**config.mk**
```make
export PLATFORM = sky130hd
export DESIGN_NAME = hs_npu_exec_queue
export DESIGN_NICKNAME = d
export VERILOG_FILES = /design/src/rtl/hs_npu_exec_queue.sv
export SDC_FILE = /design/constraint.sdc
export NUM_CORES = 1
export LEC_CHECK = 0
export ABC_AREA = 1
export CORE_UTILIZATION = 46
export CTS_BUF_LIST = sky130_fd_sc_hd__clkbuf_4
export DETAILED_ROUTE_END_ITERATION = 16
export PLACE_DENSITY = 0.65
export SYNTH_ARGS = -nofsm -noshare
export SYNTH_HDL_FRONTEND = slang
export SYNTH_SLANG_ARGS = --single-unit
```
**constraint.sdc**
```tcl
create_clock -name clk -period 9 [get_ports clk]
set_input_delay 1.8 -clock clk [delete_from_list [all_inputs] [get_ports clk]]
set_output_delay 1.8 -clock clk [all_outputs]
set_load 0.02 [all_outputs]
```
**src/rtl/hs_npu_exec_queue.sv**
```systemverilog
// rtl/hs_npu_exec_queue.sv - NPU job admission queue, dispatcher, watchdog and exit/irq reporting
module hs_npu_exec_queue #(
    parameter int DATA_W         = 32,
    parameter int DIM_W          = 8,
    parameter int MAX_DIM        = 8,
    parameter int QUEUE_DEPTH    = 4,
    parameter int TIMEOUT_CYCLES = 65535
) (
    input  logic                              clk,
    input  logic                              rst_n,
    input  logic                              start_i,
    input  logic [4*DIM_W-1:0]                cfg_dims_i,
    input  logic [5:0]                        cfg_flags_i,
    input  logic [4:0]                        cfg_shift_i,
    input  logic [DATA_W-1:0]                 cfg_base_addr_i,
    input  logic [DATA_W-1:0]                 cfg_res_addr_i,
    input  logic                              irq_en_i,
    input  logic                              irq_clr_i,
    input  logic                              job_ready_i,
    input  logic                              job_finished_i,
    output logic                              job_valid_o,
    output logic [4*DIM_W+11+2*DATA_W-1:0]    job_o,
    output logic                              job_abort_o,
    output logic                              init_clr_o,
    output logic [2:0]                        exit_code_o,
    output logic                              exit_valid_o,
    output logic                              busy_o,
    output logic [$clog2(QUEUE_DEPTH):0]      queue_count_o,
    output logic                              irq
);
    localparam int PAY_W  = 4*DIM_W + 11 + 2*DATA_W;
    localparam int PTR_W  = $clog2(QUEUE_DEPTH);
    localparam int CNT_W  = PTR_W + 1;
    localparam int WD_W   = (TIMEOUT_CYCLES > 0) ? $clog2(TIMEOUT_CYCLES + 1) : 1;
    localparam int WD_LIM = (TIMEOUT_CYCLES > 0) ? TIMEOUT_CYCLES - 1 : 0;

    localparam logic [DIM_W-1:0] MAX_D   = DIM_W'(MAX_DIM);
    localparam logic [CNT_W-1:0] FULL_C  = CNT_W'(QUEUE_DEPTH);
    localparam logic [WD_W-1:0]  WD_LAST = WD_W'(WD_LIM);

    localparam logic [2:0] EC_OK      = 3'd1;
    localparam logic [2:0] EC_BADDIM  = 3'd2;
    localparam logic [2:0] EC_OVFL    = 3'd3;
    localparam logic [2:0] EC_TIMEOUT = 3'd4;

    typedef enum logic [1:0] {S_IDLE, S_ISSUE, S_RUN, S_DONE} state_t;

    state_t             state, next_state;
    logic [PAY_W-1:0]   mem [QUEUE_DEPTH];
    logic [PTR_W-1:0]   wr_ptr, rd_ptr;
    logic [CNT_W-1:0]   count;
    logic [PAY_W-1:0]   job_q;
    logic [WD_W-1:0]    wd;
    logic               irq_pending;

    logic [DIM_W-1:0]   in_rows, in_cols, wght_rows, wght_cols;
    logic               dims_bad, fifo_full, push, reject;
    logic               pop, job_done, job_timeout;

    assign in_rows   = cfg_dims_i[4*DIM_W-1 -: DIM_W];
    assign in_cols   = cfg_dims_i[3*DIM_W-1 -: DIM_W];
    assign wght_rows = cfg_dims_i[2*DIM_W-1 -: DIM_W];
    assign wght_cols = cfg_dims_i[DIM_W-1:0];

    assign dims_bad = (in_rows == '0) || (in_cols == '0) || (wght_rows == '0) || (wght_cols == '0)
                   || (in_rows > MAX_D) || (in_cols > MAX_D) || (wght_rows > MAX_D) || (wght_cols > MAX_D)
                   || (in_cols != wght_rows);
    // Fullness uses pre-pop occupancy so a same-cycle pop never makes room
    assign fifo_full = (count == FULL_C);
    assign push      = start_i && !dims_bad && !fifo_full;
    assign reject    = start_i && (dims_bad || fifo_full);

    always_comb begin
        next_state  = state;
        pop         = 1'b0;
        job_done    = 1'b0;
        job_timeout = 1'b0;
        case (state)
            S_IDLE: begin
                if (count != '0) begin
                    pop        = 1'b1;
                    next_state = S_ISSUE;
                end
            end
            S_ISSUE: begin
                if (job_ready_i) next_state = S_RUN;
            end
            S_RUN: begin
                if (job_finished_i) begin
                    next_state = S_DONE;
                end else if ((TIMEOUT_CYCLES != 0) && (wd == WD_LAST)) begin
                    job_timeout = 1'b1;
                    next_state  = S_IDLE;
                end
            end
            S_DONE: begin
                job_done   = 1'b1;
                next_state = S_IDLE;
            end
            default: next_state = S_IDLE;
        endcase
    end

    always_ff @(posedge clk) begin
        if (!rst_n) state <= S_IDLE;
        else        state <= next_state;
    end

    always_ff @(posedge clk) begin
        if (push) mem[wr_ptr] <= {cfg_dims_i, cfg_flags_i, cfg_shift_i, cfg_base_addr_i, cfg_res_addr_i};
    end

    always_ff @(posedge clk) begin
        if (!rst_n) begin
            wr_ptr       <= '0;
            rd_ptr       <= '0;
            count        <= '0;
            job_q        <= '0;
            wd           <= '0;
            init_clr_o   <= 1'b0;
            job_abort_o  <= 1'b0;
            exit_code_o  <= 3'd0;
            exit_valid_o <= 1'b0;
            irq_pending  <= 1'b0;
        end else begin
            init_clr_o  <= start_i;
            job_abort_o <= job_timeout;
            if (push) wr_ptr <= wr_ptr + PTR_W'(1);
            if (pop) begin
                job_q  <= mem[rd_ptr];
                rd_ptr <= rd_ptr + PTR_W'(1);
            end
            count <= count + CNT_W'(push) - CNT_W'(pop);
            if (state == S_ISSUE)    wd <= '0;
            else if (state == S_RUN) wd <= wd + WD_W'(1);
            // A job result outranks a same-cycle rejection code; both share one pulse
            if (job_done)         exit_code_o <= EC_OK;
            else if (job_timeout) exit_code_o <= EC_TIMEOUT;
            else if (reject)      exit_code_o <= dims_bad ? EC_BADDIM : EC_OVFL;
            exit_valid_o <= job_done || job_timeout || reject;
            if (job_done || job_timeout || reject) irq_pending <= 1'b1;
            else if (irq_clr_i)                    irq_pending <= 1'b0;
        end
    end

    assign job_valid_o   = (state == S_ISSUE);
    assign job_o         = job_q;
    assign busy_o        = (state != S_IDLE) || (count != '0);
    assign queue_count_o = count;
    assign irq           = irq_pending && irq_en_i;
endmodule

```
### Word level (Yosys, flattened, before mapping)

Memories as Yosys holds them, arrays and structs flattened. A register that Yosys moved wholly into a read port is not among the register bits.
Cells that the tools add are included.

* register bits: 32
* bits in writable memories: 428
* input port bits: 114
* logic and storage cells: 84
* memories: 1

* $add $sub $neg: 5
* order comparisons: 4
* equal/unequal tests: 9
* muxes and demuxes: 19
* bitwise gates (word level): 1
* reductions and logical operators: 33

Memories
* mem: depth 4, width 107, read ports 1, clocked after Yosys merged registers in 1, write ports 1, line 49 `logic [PAY_W-1:0] mem [QUEUE_DEPTH];`

Operators by type and width (count)
* > comparator 8 x 4 -> 1 bit, second input constant: 4
* logical NOT 8 bit: 4
* adder 16 x 1 -> 16 bit, second input constant: 1
* == test 16 bit, second input constant: 1
* logical OR 1 bit: 12
* 2-to-1 mux 1 bit: 12
* 2-to-1 mux 2 bit: 4
* != test 8 bit: 1
* one-hot mux 2 bit (4 select lines): 1
* 2-to-1 mux 3 bit: 2
* nonzero test 2 bit: 3
* nonzero test 3 bit: 2
* adder 2 x 1 -> 2 bit, second input constant: 2
* == test 2 bit, second input constant: 2
* logical AND 1 bit: 4
* != test 2 bit, second input constant: 2
* OR reduction 2 bit: 2
* adder 3 x 1 -> 3 bit: 1
* == test 3 bit, second input constant: 1
* logical NOT 1 bit: 3
* != test 3 bit, second input constant: 1
* AND reduction 3 bit: 1
* OR reduction 3 bit: 1
* subtractor 3 x 1 -> 3 bit: 1
* 3 further kinds: 3

### Logic depth before layout (Yosys ltp)

Gate-level depths: netlist of the first run.

* word-level depth: 14
* gate-level depth with buffers: 17
* mapped depth without buffers: 17

### Least setup slack after synthesis of the first run

OpenSTA, ideal clock, no wires.

* path type: in2reg
* start point: input cfg_dims_i[25]
* end point: memory mem[0][0] (netlist bit) (enable)
* library setup time: 574 ps
* data arrival time: 7024 ps
* path slack: 1401 ps
* cell stages on the path: 9
* buffers on the path: 0
* cell sequence: nor2_1 nand3_1 nand2_1 inv_1 nor2_1 nand4_1 inv_1 nand2_1 nor2_1

* word-level cells in the longest chain between the ends: 14

Ends and longest elaborated chain
* from (decl): line 12 `input logic [4*DIM_W-1:0] cfg_dims_i,`
* branches (longest 4 deep; another with > comparator 8 x 4 -> 1 bit)
* logical OR 1 bit (*) (4 in series): line 66 `|| (in_rows > MAX_D) || (in_cols > MAX_D) || (wght_rows > MAX_D) || (wght_cols > MAX_D)`
* logical OR 1 bit (*): line 67 `|| (in_cols != wght_rows);`
* logical NOT 1 bit (*): line 70 `assign push = start_i && !dims_bad && !fifo_full;`
* logical AND 1 bit (*) (2 in series): line 70
* 2-to-1 mux 1 bit (*): line 110 `if (push) mem[wr_ptr] <= {cfg_dims_i, cfg_flags_i, cfg_shift_i, cfg_base_addr_i, cfg_res_addr_i};`
* 2-to-1 mux 1 bit (not written as such) (*): line 110
* to (decl): line 49

Every way passes the cells marked *.

### Final worst setup path of the first run

* start point: input irq_en_i
* end point: output irq

* word-level cells in the longest chain between the ends: 1

Ends and longest elaborated chain
* from (decl): line 17 `input logic irq_en_i,`
* logical AND 1 bit: line 150 `assign irq = irq_pending && irq_en_i;`
* to (decl): line 29 `output logic irq`

No other way between the ends.

==> impl_metrics.json, run 1 <==
{
  "status": "complete, no violations",
  "r2r_slack_ns": 5.77,
  "syn_nets": 1902,
  "internal_power_mw": 4.049,
  "fin_util_pct": 57.04,
  "arrival_ns": 2.93,
  "dr.pass1.iters": 5,
  "power_leakage_nw": 9.085,
  "die_w_um": 216.5,
  "overflow": 0,
  "ctsResizeCount": 0,
  "final-seq-area_um2": 15640,
  "power_switching_mw": 1.073,
  "postRouteAntennaNets": 0,
  "reg2reg_depth": 6,
  "seqPwrFrac_pct": 54.8,
  "drt-wirelength-per-cell_um": 17.98,
  "r2r_start": "rd_ptr[0]",
  "ys_warn_count": 0,
  "period_needed_ns": 4.731,
  "p_per_area_nw_per_um2": 197.8,
  "clock_path_buffers": 3,
  "dp_hpwl_um": 27210,
  "vias": 14362,
  "r2r-end": "job_o[63]",
  "initial_core_util_pct": 46.62,
  "relSlewSlack_pct": 27.65,
  "cap_violations": 0,
  "slew_violations": 0,
  "fmax_mhz": 211.4,
  "ys_seq_elements": 567,
  "grt.total_usage_pct": 21.77,
  "worstHoldStart": "irq_pending",
  "cts_tree": "built",
  "place_inst": 2520,
  "core_um2": 45380,
  "die_height_um": 216.5,
  "htreeDepth": 4,
  "finClkSkew_ns": 0.03430,
  "peakVddDrop_uv": 100.7,
  "final_cell_mix": "468 x nor2_1, 428 x edfxtp_1, 322 x o21ai_0",
  "worstHoldEndpoint": "irq_pending",
  "finalSetupTns_ns": 0,
  "syn_area_per_cell_um2": 11.89,
  "drc": 0,
  "cts_setup_buffers": 0,
  "fillers": 3801,
  "worst_setup_hold_path_clk_slew_ns": 0.06,
  "cts.sinks": 567,
  "post-route-period-util_pct": 52.57,
  "wirelength_um": 50180,
  "mostFrequentLayoutCell": "nor2_1",
  "cts_root_buffer": "clkbuf_4",
  "fin_nets": 2192,
  "syn_area_um2": 21160,
  "clock_power_share_pct": 43.2,
  "stdcell_count": 2791,
  "postPlaceCellArea_um2": 23970,
  "antenna_found_initial": 4,
  "first_global_vias": 14234,
  "routed_via_density": 5.146,
  "critical_path_required_ns": 7.20,
  "hold_depth": 2,
  "synth_cells": 1779,
  "io-pin-count": 233,
  "drive_gt1_share_pct": 12.75,
  "combPwrFrac_pct": 2.0,
  "io_buffer_count": 232,
  "multiInputGateArea_um2": 4915,
  "hold_buffers": 0,
  "fin_area_um2": 25890,
  "grt_max_degree": 120,
  "critPathLaunchType": "input port",
  "numCtsBuffers": 147,
  "worstMarginPinSlew_ns": 1.085,
  "final_hold_viol_count": 0,
  "grt_pass1_wl_um": 77900,
  "swShare_pct": 20.94,
  "clk-insertion-delay-late_ns": 0.93,
  "crit_fanout": 1,
  "synthDistinctLibCells": 35,
  "endpoint_kind": "primary output",
  "hp-class": "reg2reg",
  "die-area_um2": 46860,
  "place.gp.congestion": 0.8100,
  "critPathKind": "in2out",
  "fp-row-count": 78,
  "syn_to_final_growth_pct": 22.35,
  "setup_viol": 0,
  "drtIter0Drc": 878,
  "yosysSeqAreaShare_pct": 73.90,
  "rsz0062_at_grt": "no"
}
-- kinds of logic after synthesis --
| kind of cell | after synthesis | share of synthesized area (%) |
|---|---|---|
| adders and majority gates | 9 | 0.5677 |
| DFF | 567 | 73.90 |
| AOI/OAI and AO/OA | 464 | 11.68 |
| xor gates and xnor gates | 3 | 0.1242 |
| buffers and inverters | 164 | 3.016 |
| and+or+nand+nor | 572 | 10.72 |
-- worst max path at each step --
stage / start / to / slack, ns / depth (start not counted)
6_report: irq_en_i / irq / 4.27 / 4
3_5_place_dp: cfg_dims_i[31] / queue_count_o[2] / 3.73 / 17
4_1_cts: irq_en_i / irq / 4.26 / 4
3_3_place_gp: cfg_dims_i[31] / queue_count_o[2] / 3.78 / 17
5_1_grt: irq_en_i / irq / 4.24 / 4
2_1_floorplan: cfg_dims_i[25] / mem[0][0] / 1.40 / 9
-- state kept, by name, summed over array words and instances (netlist names) --
| register | flops |
|---|---|
| rd_ptr | 2 |
| queue_count_o | 3 |
| job_abort_o | 1 |
| mem | 428 |
| wd | 16 |
| exit_code_o | 3 |
| irq_pending | 1 |
| job_o | 107 |
| exit_valid_o | 1 |
| state | 2 |
| wr_ptr | 2 |
| init_clr_o | 1 |
-- synth_stat cells --
cell | number | share of area, %
nand2_4 | 1 | 0.053
buf_2 | 17 | 0.40
edfxtp_1 | 428 | 61
or2_0 | 3 | 0.089
nor2_1 | 472 | 8.4
buf_1 | 14 | 0.25
nor3_1 | 6 | 0.14
a31oi_1 | 107 | 3.2
nor2_4 | 3 | 0.16
nor3b_1 | 2 | 0.071
a21boi_0 | 1 | 0.035
and3_1 | 1 | 0.030
clkbuf_2 | 1 | 0.024
nand3_2 | 1 | 0.047
o2111ai_1 | 1 | 0.041
nor3_4 | 2 | 0.15
o31ai_1 | 1 | 0.035
o21a_1 | 1 | 0.035
nand2_1 | 64 | 1.1
clkbuf_1 | 74 | 1.3
o21ai_0 | 322 | 7.6
a21oi_2 | 1 | 0.041
dfxtp_1 | 139 | 13
nand4_1 | 5 | 0.15
fa_1 | 1 | 0.095
nor2_2 | 3 | 0.089
o21ai_1 | 13 | 0.31
nand2_2 | 2 | 0.059
nand3_1 | 7 | 0.17
ha_1 | 8 | 0.47
xor2_1 | 3 | 0.12
clkinv_1 | 1 | 0.018
inv_2 | 9 | 0.16
a21oi_1 | 17 | 0.40
inv_1 | 48 | 0.85
-- power groups by stage --
stage               Combinational (mW)  Sequential, mW  Clock [mW]
global placement                 0.101            2.86           0
floorplan                       0.0167            2.87           0
detailed placement               0.103            2.86           0
global route                     0.111            2.80        2.42
CTS                              0.104            2.81        2.28
finish                           0.103            2.81        2.21
-- cell type report --
class                   instances  area share [%]
clock buffers                 216           6.264
flip-flops and latches        567           60.43
clock inverters                53           1.121
well taps                     600           2.900
inverters                      58          0.8893
repair buffers                247           9.396
multi-input cells            1048           18.99
diodes                          2         0.01933
-- worst max-delay path, stage by stage --
cell and delay [ns]:
clkdlybuf4s50_1 0.45, nand2_1 0.05, inv_1 0.04, clkdlybuf4s50_1 0.59
-- layer usage --
metal / track usage [%] / part of all wire (%)
met5: 0 / 0.052
met4: 8.427 / 1.8
met3: 6.905 / 6.4
met2: 34.51 / 48
met1: 27.89 / 44
-- stage by stage --
stage                     setup slack (ns)  hold WS, ns  power [mW]
after global routing                 4.237       0.4835       5.331
after detailed placement             3.731       0.4427       2.967
after CTS                            4.260       0.4509       5.191
final                                4.269       0.4493       5.122
after floorplan                      1.401       0.4286       2.883
after global placement               3.777       0.4423       2.965
Note: power is estimated with default switching activity, not from simulation.
==> run 2: changes to the inputs <==
Clock period 9 ns to 4.8 ns, I/O delays scaled along.
==> run 2 against run 1 <==
Effect of this change: via count rose by 0.13%; sequential share of layout area fell by 0.38 points; core utilization rose by 0.36 points; setup slack got worse by 2.8 ns; design area rose by 0.64%; wire length rose by 1.4%; global-route usage rose by 0.20 points; count of clock-buffer cells in the layout rose by 16; die area did not move; critical endpoint is now busy_o; largest power group unchanged.
==> impl_metrics.json, run 2 (same netlist as run 1, synthesis figures left out) <==
{
  "fin_nets": 2193,
  "antenna_found_initial": 4,
  "grt_busiest_layer": "met2",
  "worstHoldStart": "irq_pending",
  "dr.pass1.iters": 5,
  "overflow": 0,
  "grt_use_met3_pct": 5.109,
  "initial_core_util_pct": 46.62,
  "fmax_mhz": 298.0,
  "largest_reg_flops": 428,
  "cts.sinks": 567,
  "grt_max_degree": 169,
  "relSlewSlack_pct": 13.20,
  "critPathKind": "reg2out",
  "dp_hpwl_um": 27840,
  "crit_family": "buffers and inverters",
  "cpPeakStageDelay_ns": 0.56,
  "r2r_start": "rd_ptr[1]",
  "syn_to_final_growth_pct": 23.13,
  "drc": 0,
  "cts_root_buffer": "clkbuf_4",
  "place.gp.congestion": 0.8050,
  "arrival_ns": 2.40,
  "period_needed_ns": 3.356,
  "total_power_mw": 9.701,
  "critPathBufInv": 2,
  "critPathLaunchType": "register",
  "finalSetupTns_ns": 0,
  "cap_violations": 0,
  "met1_usage_pct": 29.15,
  "worstMarginPinSlew_ns": 1.302,
  "endpoint_kind": "primary output",
  "drive_gt1_share_pct": 13.40,
  "wirelength_um": 50900,
  "postRouteAntennaNets": 0,
  "hp-class": "reg2reg",
  "ctsResizeCount": 0,
  "r2r-end": "job_o[91]",
  "p_per_area_nw_per_um2": 372.4,
  "peakVddDrop_uv": 199.1,
  "finClkSkew_ns": 0.04668,
  "cts_tree": "built",
  "drt-wirelength-per-cell_um": 18.24,
  "post-route-period-util_pct": 69.92,
  "die_height_um": 216.5,
  "clk-insertion-delay-late_ns": 0.86,
  "crit_fanout": 4,
  "cts_setup_buffers": 0,
  "core_um2": 45380,
  "rsz0062_at_grt": "no",
  "hold_depth": 2,
  "r2r_slack_ns": 2.19,
  "critical_path_required_ns": 3.84,
  "final_hold_viol_count": 0,
  "die-area_um2": 46860,
  "place_inst": 2523,
  "final_cell_mix": "468 x nor2_1, 428 x edfxtp_1, 322 x o21ai_0",
  "fp-row-count": 78,
  "worst_setup_hold_path_clk_slew_ns": 0.06,
  "worstHoldEndpoint": "irq_pending",
  "setup_viol": 0,
  "clock_path_buffers": 3,
  "mostFrequentLayoutCell": "nor2_1",
  "regMostFlops": "mem",
  "stdcell_count": 2790,
  "htreeDepth": 4,
  "routed_via_density": 5.154,
  "first_global_vias": 14322,
  "hold_buffers": 0,
  "drtIter0Drc": 1040,
  "io-pin-count": 233,
  "reg2reg_depth": 5,
  "die_w_um": 216.5,
  "cp_cell_sequence": "nor2_1 -> nand2_1 -> nor3_1 -> inv_1 -> clkdlybuf4s50_1",
  "grt.total_usage_pct": 21.97,
  "io_buffer_count": 232,
  "status": "complete, no violations",
  "slowest_stage": "clkdlybuf4s50_1",
  "slew_violations": 0,
  "grt_pass1_wl_um": 78840,
  "power_leakage_nw": 9.145,
  "use_met2_pct": 34.68,
  "numCtsBuffers": 145,
  "vias": 14381
}
## run 2: cell count changes in the layout (fill, tap and decap cells not counted)
cell and change:
buf_12 +8, buf_4 -5, clkbuf_4 +16, clkinv_1 -16
clkinv_2 -4, clkinvlp_4 +1, diode_2 +1, inv_2 -2
## run 2: worst max path at each step
stage	start	slack, ns	cells after the start	end
final	queue_count_o[1]	1.44	5	busy_o
after global routing	queue_count_o[1]	1.21	5	busy_o
after CTS	queue_count_o[1]	1.38	5	busy_o
after detailed placement	cfg_dims_i[30]	0.73	17	queue_count_o[2]
after global placement	cfg_dims_i[31]	0.81	17	queue_count_o[2]
after floorplan	cfg_dims_i[25]	-0.20	9	mem[0][0]
## run 2: cell type report
cell class	instances	area, µm²
tap	600	750.7
sequential	567	15640
fill	3732	19330
timing repair buffer	250	2555
clock buffer	232	1742
antenna	3	7.507
clock inverter	32	210.2
multi-input combinational	1048	4915
inverter	58	230.2
## run 2: through the flow
step | hold WS, ns | utilization, % | instance area, µm² | setup WS (ns)
finish | 0.4652 | 57.41 | 26050 | 1.444
global route | 0.4985 | 57.41 | 26050 | 1.215
CTS | 0.4699 | 57.39 | 26050 | 1.378
detailed placement | 0.4587 | 53.09 | 24090 | 0.7299
global placement | 0.4458 | 53.09 | 24090 | 0.8061
floorplan | 0.4286 | - | 21170 | -0.1987
## run 2: tightest hold or removal path: stages (launching register included)
cell and delay [ns]:
dfxtp_1 0.31, nand2_1 0.05, o21ai_1 0.05
## run 2: power by group
part	switching, mW	total [mW]	internal [mW]
clock	1.89	4.24	2.35
sequential	0.000880	5.26	5.26
combinational	0.102	0.197	0.0953
## run 2: per-layer routing
layer / up-vias / wire [µm]
li1: 6989 / -
met2: 462 / 24280
met5: - / 17
met1: 6846 / 22390
met4: 2 / 1024
met3: 82 / 3186
